[src/rtl/mult_ctrl_pkg.sv]
// Shared constants for the multiplier-sharing controller: FSM encoding,
// default operand width and the settle-counter width.
package mult_ctrl_pkg;

  localparam logic [1:0] ST_IDLE = 2'd0;
  localparam logic [1:0] ST_CALC = 2'd1;
  localparam logic [1:0] ST_RESP = 2'd2;

  localparam int unsigned DEF_WIDTH = 4;
  // Settle counter holds CALC_CYCLES-1, and CALC_CYCLES tops out at 15
  localparam int unsigned CNT_W     = 4;

endpackage

[src/rtl/array_mult_core.sv]
// Combinational WIDTHxWIDTH unsigned AND-array multiplier: the partial-product
// rows (a AND b[i]) are shifted into place and summed. There is no clock.
module array_mult_core #(
  parameter int unsigned WIDTH = 4
) (
  input  logic [WIDTH-1:0]   a,
  input  logic [WIDTH-1:0]   b,
  output logic [2*WIDTH-1:0] p_c
);

  localparam int unsigned PW = 2 * WIDTH;

  logic [PW-1:0] acc;

  always_comb begin
    acc = '0;
    for (int i = 0; i < WIDTH; i++) begin
      acc = acc + (PW'(a & {WIDTH{b[i]}}) << i);
    end
    p_c = acc;
  end

endmodule

[src/rtl/mult_share_ctrl.sv]
// Round-robin sequencer that shares one combinational array multiplier
// between two valid/ready requesters and returns tagged products.
module mult_share_ctrl
  import mult_ctrl_pkg::*;
#(
  parameter int unsigned WIDTH       = DEF_WIDTH,
  parameter int unsigned CALC_CYCLES = 1
) (
  input  logic               clk,
  input  logic               rst,
  input  logic [1:0]         req_valid,
  output logic [1:0]         req_ready,
  input  logic [WIDTH-1:0]   req0_a,
  input  logic [WIDTH-1:0]   req0_b,
  input  logic [WIDTH-1:0]   req1_a,
  input  logic [WIDTH-1:0]   req1_b,
  output logic               rsp_valid,
  input  logic               rsp_ready,
  output logic [2*WIDTH-1:0] rsp_p,
  output logic               rsp_id,
  output logic               busy,
  output logic [7:0]         op_count
);

  localparam int unsigned PW = 2 * WIDTH;

  logic [1:0]       state;
  logic [1:0]       state_nxt;
  logic             rr_ptr;
  logic [CNT_W-1:0] cnt;
  logic [WIDTH-1:0] op_a;
  logic [WIDTH-1:0] op_b;
  logic [PW-1:0]    prod_c;
  logic             grant_id;
  logic             accept;

  // The only multiplier instance; it sees nothing but the held operand regs
  array_mult_core #(.WIDTH(WIDTH)) u_core (
    .a   (op_a),
    .b   (op_b),
    .p_c (prod_c)
  );

  assign busy = (state != ST_IDLE);

  // Grant selection and next state; the grant is re-evaluated every IDLE cycle
  always_comb begin
    req_ready = 2'b00;
    state_nxt = state;
    grant_id  = req_valid[rr_ptr] ? rr_ptr : ~rr_ptr;
    if (state == ST_IDLE && !rst && (req_valid != 2'b00)) begin
      req_ready[grant_id] = 1'b1;
    end
    accept = |(req_valid & req_ready);
    case (state)
      ST_IDLE: if (accept) state_nxt = ST_CALC;
      ST_CALC: if (cnt == '0) state_nxt = ST_RESP;
      ST_RESP: if (rsp_valid && rsp_ready) state_nxt = ST_IDLE;
      default: state_nxt = ST_IDLE;
    endcase
  end

  always_ff @(posedge clk or posedge rst) begin
    if (rst) begin
      state <= ST_IDLE;
    end else begin
      state <= state_nxt;
    end
  end

  // Operand capture, settle count and response registers
  always_ff @(posedge clk or posedge rst) begin
    if (rst) begin
      rr_ptr    <= 1'b0;
      cnt       <= '0;
      op_a      <= '0;
      op_b      <= '0;
      rsp_valid <= 1'b0;
      rsp_p     <= '0;
      rsp_id    <= 1'b0;
      op_count  <= 8'd0;
    end else begin
      case (state)
        ST_IDLE: begin
          if (accept) begin
            op_a   <= grant_id ? req1_a : req0_a;
            op_b   <= grant_id ? req1_b : req0_b;
            rsp_id <= grant_id;
            rr_ptr <= ~grant_id;
            cnt    <= CNT_W'(CALC_CYCLES - 1);
          end
        end
        ST_CALC: begin
          if (cnt != '0) begin
            cnt <= cnt - CNT_W'(1);
          end else begin
            rsp_p     <= prod_c;
            rsp_valid <= 1'b1;
          end
        end
        ST_RESP: begin
          if (rsp_ready) begin
            rsp_valid <= 1'b0;
            op_count  <= op_count + 8'd1;
          end
        end
        default: ;
      endcase
    end
  end

endmodule
[config.mk]
export PLATFORM = sky130hd
export DESIGN_NAME = mult_share_ctrl
export DESIGN_NICKNAME = d
export VERILOG_FILES = /design/src/rtl/mult_ctrl_pkg.sv /design/src/rtl/array_mult_core.sv /design/src/rtl/mult_share_ctrl.sv
export SDC_FILE = /design/constraint.sdc
export NUM_CORES = 1
export LEC_CHECK = 0
export ABC_CLOCK_PERIOD_IN_PS = 2950
export CORE_MARGIN = 10
export CORE_UTILIZATION = 27
export CTS_CLUSTER_DIAMETER = 200
export CTS_CLUSTER_SIZE = 14
export DETAILED_ROUTE_END_ITERATION = 8
export GPL_TIMING_DRIVEN = 0
export PLACE_DENSITY = 0.57
export SYNTH_ARGS = -nofsm -noshare
export SYNTH_HDL_FRONTEND = slang
export SYNTH_SLANG_ARGS = --single-unit
[constraint.sdc]
create_clock -name clk -period 2.95 [get_ports clk]
set_clock_uncertainty 0.1 [all_clocks]
set_input_delay 0.885 -clock clk [delete_from_list [all_inputs] [get_ports clk]]
set_output_delay 0.885 -clock clk [all_outputs]
set_load 0.01 [all_outputs]
==> run summary <==
run status: complete, no violations
setup violators final: 0
Rows: 29
R2R Path Start: op_b[2]
drt initial violations: 29
Final Cycle Share: 95.6%
Crit Path Class: flop to flop
Clk Latency, worst-skew pair: 290 ps
n_diodes: 0
TritonCTS clock tree: built
CP max FO: 4
HP Class: flop to flop
chip width: 102 microns
GR met1 Demand/Resource: 9.59%
Mapped Area: 1830 sq um
Total Routing Usage GR: 7.91%
CP startpoint: op_b[2]
clk buf depth: 2
synth cell count leaders: dfrtp_1, nand2_1, ha_1, inv_1, o21ai_0
Peak supply drop: 0.301 mV
post-DP HPWL: 3030 microns
share of layout cells above drive strength 1: 16.5%
Required @ worst endpoint: 3010 ps
top-count cell post-synth: dfrtp_1
Overflow after GRT: 0
final hold vios: 0
CP startpoint kind: flop
IO Count: 42
nets: 275
RSZ-0062 raised after global routing: true
Routability Congestion: 0.710
CTS clock-pin slew for the worst setup and hold paths: 70 ps
met2 usage in global routing: 12.2%
Synth Instances: 178
sequential element share of the synthesized area: 45.1%
max_slew headroom: 62.2%
Pre-antenna DRT Iters: 4
initial core utilization: 28.4%
fraction of registers with async set/reset: 100%
setup_tns: 0 ps
die extent in y: 102 microns
share of the synthesized area in the top cell type: 45.1%
Worst Setup End Kind: flop
die area: 10500 sq um
top area cells in the synthesized netlist: dfrtp_1, ha_1, nand2_1
min cycle time layout: 2820 ps
Leak: 1.23 nW
crit path DAT: 2880 ps
final WL: 3900 microns
pin count of the biggest net entering global routing: 34
Slew Viols, Final: 0
vias in the first global route: 1463
Cell variety after synth: 29
synth warn: 0
# Max-Cap Violations: 0
DRC Markers: 0
PortBufs: 41
Clock Sinks: 33
total nets after synthesis: 217
Post-synth EDFFs: 0
total CTS buffers: 5
post-synthesis register bit count: 33
average cell area after synthesis: 10.3 sq um
Worst Hold Launch: op_count[7]
vias: 1371
total power: 2.24 mW
power per cell area: 876 nW/um^2
hold_buf cts: 0
root buffer cell: clkbuf_8
Routed WL per cell: 12.4 microns
Vias/cell: 4.37
core area: 6460 sq um
initial antenna violation count: 0
Max Freq: 0.355 GHz
H-tree depth: 2
first-pass GRT wire length: 6590 microns
antenna-violating nets left: 0
Most Crowded Layer GR: met2
M3 GR Usage: 3.58%
Synth area leader: dfrtp_1
Synth Flop Type: dfrtp_1
Slew @ Worst Pin: 563 ps
area delta synth->final: 39.7%
[cells by family after synthesis]
kind of cell / count (synthesis) / share of synthesized area (%)
mux: 14 / 8.60
compound gates: 19 / 5.53
simple gates: 67 / 17.4
xor+xnor: 11 / 5.26
flops: 33 / 45.1
fa+ha+maj: 18 / 14.3
buf+inv: 16 / 3.82
[path summary, 6_finish.rpt]
| kind | end | slack (ps) | depth (start not counted) |
|---|---|---|---|
| worst max-delay path | rsp_p[7] | 130 | 11 |
| worst min-delay path | op_count[7] | 370 | 1 |
| worst max register to register | rsp_p[7] | 130 | 11 |
| worst min register to register | op_count[7] | 370 | 1 |
| max in group asynchronous | rsp_p[4] | 1650 | 3 |
| min in group asynchronous | op_b[0] | 660 | 2 |
[cells in the final DEF, fill, tap and decap left out, types with 2 or more instances in the layout]
cell type,count
xor2_1,5
mux2i_1,9
and2_1,6
nand2_1,30
dfrtp_1,33
clkbuf_8,7
buf_2,2
o21ai_1,3
nor2_1,10
buf_4,9
a21o_1,2
o21ai_0,11
buf_6,2
nand3b_1,2
nand3_1,8
dlygate4sd2_1,3
inv_1,11
xnor2_1,6
fa_1,4
ha_1,12
mux2_2,4
clkdlybuf4s50_1,36
[per-layer routing]
layer  up-vias  wire (microns)
li1        700               -
met1       623            1840
met2        39            1670
met3         9             340
met4         0              48
met5         -               0
[registers in the layout (all words and copies together), names as in the netlist]
register and count:
op_a 4, rsp_valid 1, op_b 4, cnt 4
rr_ptr 1, state 2, op_count 8, rsp_p 8
rsp_id 1
[per-stage QoR]
stage          std cells  utilization [%]  hold WS [ps]  instance area (sq um)  setup slack, ps
6_report             314             39.6           366                   2560              130
5_1_grt              314             39.6           387                   2560            -35.5
4_1_cts              309             38.5           376                   2480             5.04
3_5_place_dp         296             36.2           368                   2340             -714
3_3_place_gp         296             36.2           363                   2340             -717
2_1_floorplan        178                -           381                   1830              186
[final cells by class]
cell class / count / area (sq um)
multi-input cells: 129 / 963
flip-flops and latches: 33 / 826
repair buffers: 52 / 514
plain buffers: 2 / 10.0
fillers: 674 / 3900
clock buffers: 7 / 96.3
inverters: 13 / 48.8
well taps: 77 / 96.3
clock inverters: 1 / 5.00
[critical path, stage by stage, from the launching register on]
cell and delay (ps):
dfrtp_1 420, nand2_2 80, fa_1 550, fa_1 400, inv_1 70, ha_2 180
inv_2 40, fa_2 340, nand2b_4 150, a21oi_2 140, xnor2_1 140, o21ai_1 90
[repair_timing]
action                                  in CTS  in global routing
endpoints found under the setup margin       3                  1
endpoints found under the hold margin        0                  0
setup buffers                                6                  4
pin swaps                                    3                  5
gates resized for setup                     13                  7
[power by group]
part           leakage (nW)  switching, mW  internal (mW)
logic                 0.749          0.517          0.571
registers             0.423          0.156          0.624
clock network        0.0542          0.164          0.211
total                  1.23          0.837           1.41
No activity file was read; power rests on OpenSTA's default activity.
==> variant 1, RTL diff (same settings) <==
`CNT_W`: 4 -> 6.
--- a/src/rtl/mult_ctrl_pkg.sv
+++ b/src/rtl/mult_ctrl_pkg.sv
@@ -8,7 +8,7 @@
 
   localparam int unsigned DEF_WIDTH = 4;
   // Settle counter holds CALC_CYCLES-1, and CALC_CYCLES tops out at 15
-  localparam int unsigned CNT_W     = 4;
+  localparam int unsigned CNT_W     = 6;
 
 endpackage
 
Check against the original RTL: no difference found for any inputs over 10 cycles, from zero or initial values and one cycle with rst high; that may be too few to reach the edited logic, so the function may still have changed.
==> variant 1 against the unedited design <==
- the run now ends with setup timing left
- setup slack worse by 0.13 ns
- area after synthesis grew 14%
- final area rose by 12%
- synthesized cell count increased by 17%
- hold slack gained 0.0024 ns
- sequential cell count increased by 2
- global-route usage increased by 1.2 points
- routed wire length grew 26%
- critical path depth decreased by 1
- via count increased by 24%
- power increased by 46%
- critical path type unchanged
==> variant 1: results (changes against the unedited design) <==
* Synth top area cells: dfrtp_1 (42%), ha_1 (7.8%), o21ai_0 (6.0%), fa_1 (4.8%), and2_1 (3.3%) (was dfrtp_1 (45%), ha_1 (8.9%), nand2_1 (6.3%), fa_1 (5.5%), mux2i_1 (4.9%))
* Sequential share of the synthesized area at 41.97% (was 45.05%)
* R2R depth at 10 (was 11)
* Post-synthesis mux area share at 5.815% (was 8.601%)
* Hold Crit Class: reg2reg (unchanged)
* Vias in the first global route at 1754 (was 1463)
* Nets@finish at 305 (was 275)
* Post-CTS setup buffer count at 8 (was 6)
* DP HPWL at 3.684 mm (was 3.026 mm)
* Via-to-Cell Ratio at 4.610 (was 4.366)
* Peak VDD IR at 0.4032 mV (was 0.3008 mV)
* P_leak at 1.272 nW (was 1.226 nW)
* Xor/xnor cell area share of the yosys netlist at 3.357% (was 5.256%)
* Setup Viol. Count Final at 1 (was 0)
* Critical Path Start: op_b[1]$_DFFE_PP0P_ (was op_b[2]$_DFFE_PP0P_)
* Seq. pwr at 848 uW (was 780 uW)
* Share of cells above drive strength 1 at 17.23% (was 16.46%)
* Initial antenna violation count at 0 (unchanged)
* Yosys cell types at 42 (was 29)
* Largest regs: op_count: 8 flops, rsp_p: 8 flops, cnt: 6 flops (was op_count: 8 flops, rsp_p: 8 flops)
* Gr usage total at 9.145% (was 7.913%)
* Global-route wire length before repair at 8.638 mm (was 6.589 mm)
* Status: finished, violations left (was finished, final reports clean)
* NetSw at 1.364 mW (was 837.0 uW)
* Hold WS at 0.3686 ns (was 0.3662 ns)
* Complex-gate fraction of the synthesized area at 14.63% (was 5.529%)
* Power, Total at 3.276 mW (was 2.243 mW)
* Final setup margin at -0.004196 ns (was 0.1301 ns)
* Drt total wl at 4.913 mm (was 3.901 mm)
* Violated checks: setup timing
* Drt initial violations at 55 (was 29)
* Top post-synthesis cells by count: dfrtp_1 (35), o21ai_0 (25), ha_1 (13), nand2_1 (13) (was dfrtp_1 (33), nand2_1 (31), ha_1 (13), inv_1 (13), o21ai_0 (12))
* Cts repair resizes at 17 (was 13)
* Critical Path AT at 3.05 ns (was 2.88 ns)
* Yosys Warn Count at 0 (unchanged)
* DR pass1 iterations at 5 (was 4)
* P_clk at 341 uW (was 374 uW)
* Syn nets at 248 (was 217)
* Final GP Congestion at 0.7665 (was 0.7097)
* Relative slew margins at 44.45% (was 62.21%)
==> variant 1: through the flow <==
stage / instance area [um^2] / instances / setup TNS (ns)
2_1_floorplan: 2095 / 209 / 0
3_3_place_gp: 2633 / 352 / -1.577
3_5_place_dp: 2660 / 353 / -1.580
4_1_cts: 2825 / 366 / 0
5_1_grt: 2867 / 369 / -0.1104
6_report: 2867 / 369 / -0.004196
==> variant 1: final cells by class <==
type	count	area (um^2)
sequential	35	875.8
multi-input combinational	156	1192
clock inverter	2	12.51
timing repair buffer	53	515.5
inverter	9	33.78
clock buffer	6	72.57
fill	793	4741
buffer	6	36.28
tap	102	127.6
==> variant 1: metal layers <==
layer | share of wire [%] | wire [um] | vias up | global-route usage (%)
met4 | 1.5 | 72 | 0 | 3.435
li1 | - | - | 857 | -
met2 | 38 | 1853 | 54 | 11.93
met5 | 0 | 0 | - | 0
met3 | 9.9 | 488 | 7 | 4.192
met1 | 51 | 2498 | 783 | 12.71
==> variant 2, RTL diff (same settings) <==
Made on the original files. Reset style: synchronous (`rst`), changed in 2 clocked blocks.
--- a/src/rtl/mult_share_ctrl.sv
+++ b/src/rtl/mult_share_ctrl.sv
@@ -60,7 +60,7 @@
     endcase
   end
 
-  always_ff @(posedge clk or posedge rst) begin
+  always_ff @(posedge clk) begin
     if (rst) begin
       state <= ST_IDLE;
     end else begin
@@ -69,7 +69,7 @@
   end
 
   // Operand capture, settle count and response registers
-  always_ff @(posedge clk or posedge rst) begin
+  always_ff @(posedge clk) begin
     if (rst) begin
       rr_ptr    <= 1'b0;
       cnt       <= '0;
Function: differs if rst is asserted again (counterexample within 4 cycles, from zero or initial values and one cycle with rst high); with rst held inactive, the same outputs for 10 cycles.
==> variant 2 against the unedited design <==
- sequential cell count unchanged
- final area decreased by 1.2%
- routed wire length is 8.3% higher
- area after synthesis rose by 2.3%
- setup slack got worse by 0.038 ns
- via count grew 13%
- synthesized cell count rose by 15%
Power is not compared: it rests on default switching activity, and its combinational part moved more than twofold at a synthesized area within 25%.
==> variant 2: results (changes against the unedited design) <==
* Critical Path Start: req_valid[1] (was op_b[2]$_DFFE_PP0P_)
* Largest net degree at the start of global routing at 12 (was 34)
* Top post-synthesis cells by count: dfxtp_1 (33), nand2_1 (25), nor2_1 (18) (was dfrtp_1 (33), nand2_1 (31), ha_1 (13), inv_1 (13), o21ai_0 (12))
* Drt total wl at 4.224 mm (was 3.901 mm)
* Min Tclk post-route at 2.858 ns (was 2.820 ns)
* Complex-gate fraction of the synthesized area at 12.81% (was 5.529%)
* Delay-heaviest family, CP: buffers and inverters (was adder cells)
* R2R depth at 10 (was 11)
* Synth top area cells: dfxtp_1 (35%), ha_1 (8.7%), fa_1 (5.3%), nand2_1 (5.0%), mux2i_1 (4.8%) (was dfrtp_1 (45%), ha_1 (8.9%), nand2_1 (6.3%), fa_1 (5.5%), mux2i_1 (4.9%))
* Gr usage total at 8.523% (was 7.913%)
* Vias in the first global route at 1631 (was 1463)
* Post-Place Worst Slack at -0.8646 ns (was -0.7144 ns)
* Share of cells above drive strength 1 at 14.45% (was 16.46%)
* Drt initial violations at 77 (was 29)
* WHS Endpoint: rsp_p[5]$_SDFFE_PP0P_ (was op_count[7]$_DFFE_PP0P_)
* Crit path largest cell delay at 0.32 ns (was 0.55 ns)
* Ant. Diodes at 0 (unchanged)
* Highest-delay cell along the critical path: dlygate4sd2_1 (was fa_1)
* Critical Path AT at 1.87 ns (was 2.88 ns)
* Status: finished, final reports clean (unchanged)
* Adder-Cell Fraction of Synth Area at 14.01% (was 14.33%)
* Sequential share of the synthesized area at 35.22% (was 45.05%)
* Xor/xnor cell area share of the yosys netlist at 3.269% (was 5.256%)
* Internal power at 757.8 uW
* Global-route wire length before repair at 7.300 mm (was 6.589 mm)
* R2R setup slack at 0.15 ns (was 0.13 ns)
* Reg clk slew, reported paths at 0.07 ns (about the same)
* DP HPWL at 3.276 mm (was 3.026 mm)
* Final GP Congestion at 0.7431 (was 0.7097)
* Nets@finish at 294 (was 275)
* Reg2reg end: rsp_p[7]$_SDFFE_PP0P_ (was rsp_p[7]$_DFFE_PP0P_)
* Routed via count at 1549 (was 1371)
* HP Start: rsp_p[5]$_SDFFE_PP0P_ (was op_count[7]$_DFFE_PP0P_)
* Post-synthesis mux area share at 6.004% (was 8.601%)
* Yosys cell types at 47 (was 29)
* Crit path to: req_ready[0] (was rsp_p[7]$_DFFE_PP0P_)
* Hold WS at 0.3549 ns (was 0.3662 ns)
* Syn nets at 243 (was 217)
* Fraction of registers with async set/reset at 0% (was 100.0%)
* CP max FO at 3 (was 4)
* Worst slew pin tran at 0.4841 ns (was 0.5634 ns)
* P_clk at 339 uW
* Die area at 10680 um^2 (was 10480 um^2)
* Hold Crit Depth at 2 (was 1)
* Startpoint of the worst register-to-register path: op_a[2]$_SDFFE_PP0P_ (was op_b[2]$_DFFE_PP0P_)
[variant 2: per-layer routing]
metal  track usage, %  share of wire [%]  vias to the layer above
met5                0                  0                        -
met2            13.55                 43                       41
met4            2.567               0.43                        0
met3            3.322                7.6                        2
met1            10.38                 48                      701
li1                 -                  -                      805
[variant 2: timing repair]
item,CTS,global route
setup buffers,3,0
pin swaps,1,1
hold buffers,0,0
endpoints found under the setup margin,2,4
resized for setup,17,9
[variant 2: cell type report]
class | instances | area, um^2
clock inverter | 3 | 17.52
tap | 80 | 100.1
multi-input combinational | 155 | 1176
timing repair buffer | 44 | 421.7
sequential | 33 | 665.6
clock buffer | 5 | 68.82
fill | 725 | 4228
inverter | 11 | 41.29
buffer | 5 | 37.54
[variant 2: stage by stage]
step	cell area (um^2)	utilization [%]	TNS (ns)	std cells
after global routing	2529	37.43	0	336
after global placement	2386	35.31	-1.524	325
final	2529	37.43	0	336
after detailed placement	2386	35.31	-1.556	325
after CTS	2517	37.26	0	336
after floorplan	1876	-	0	204
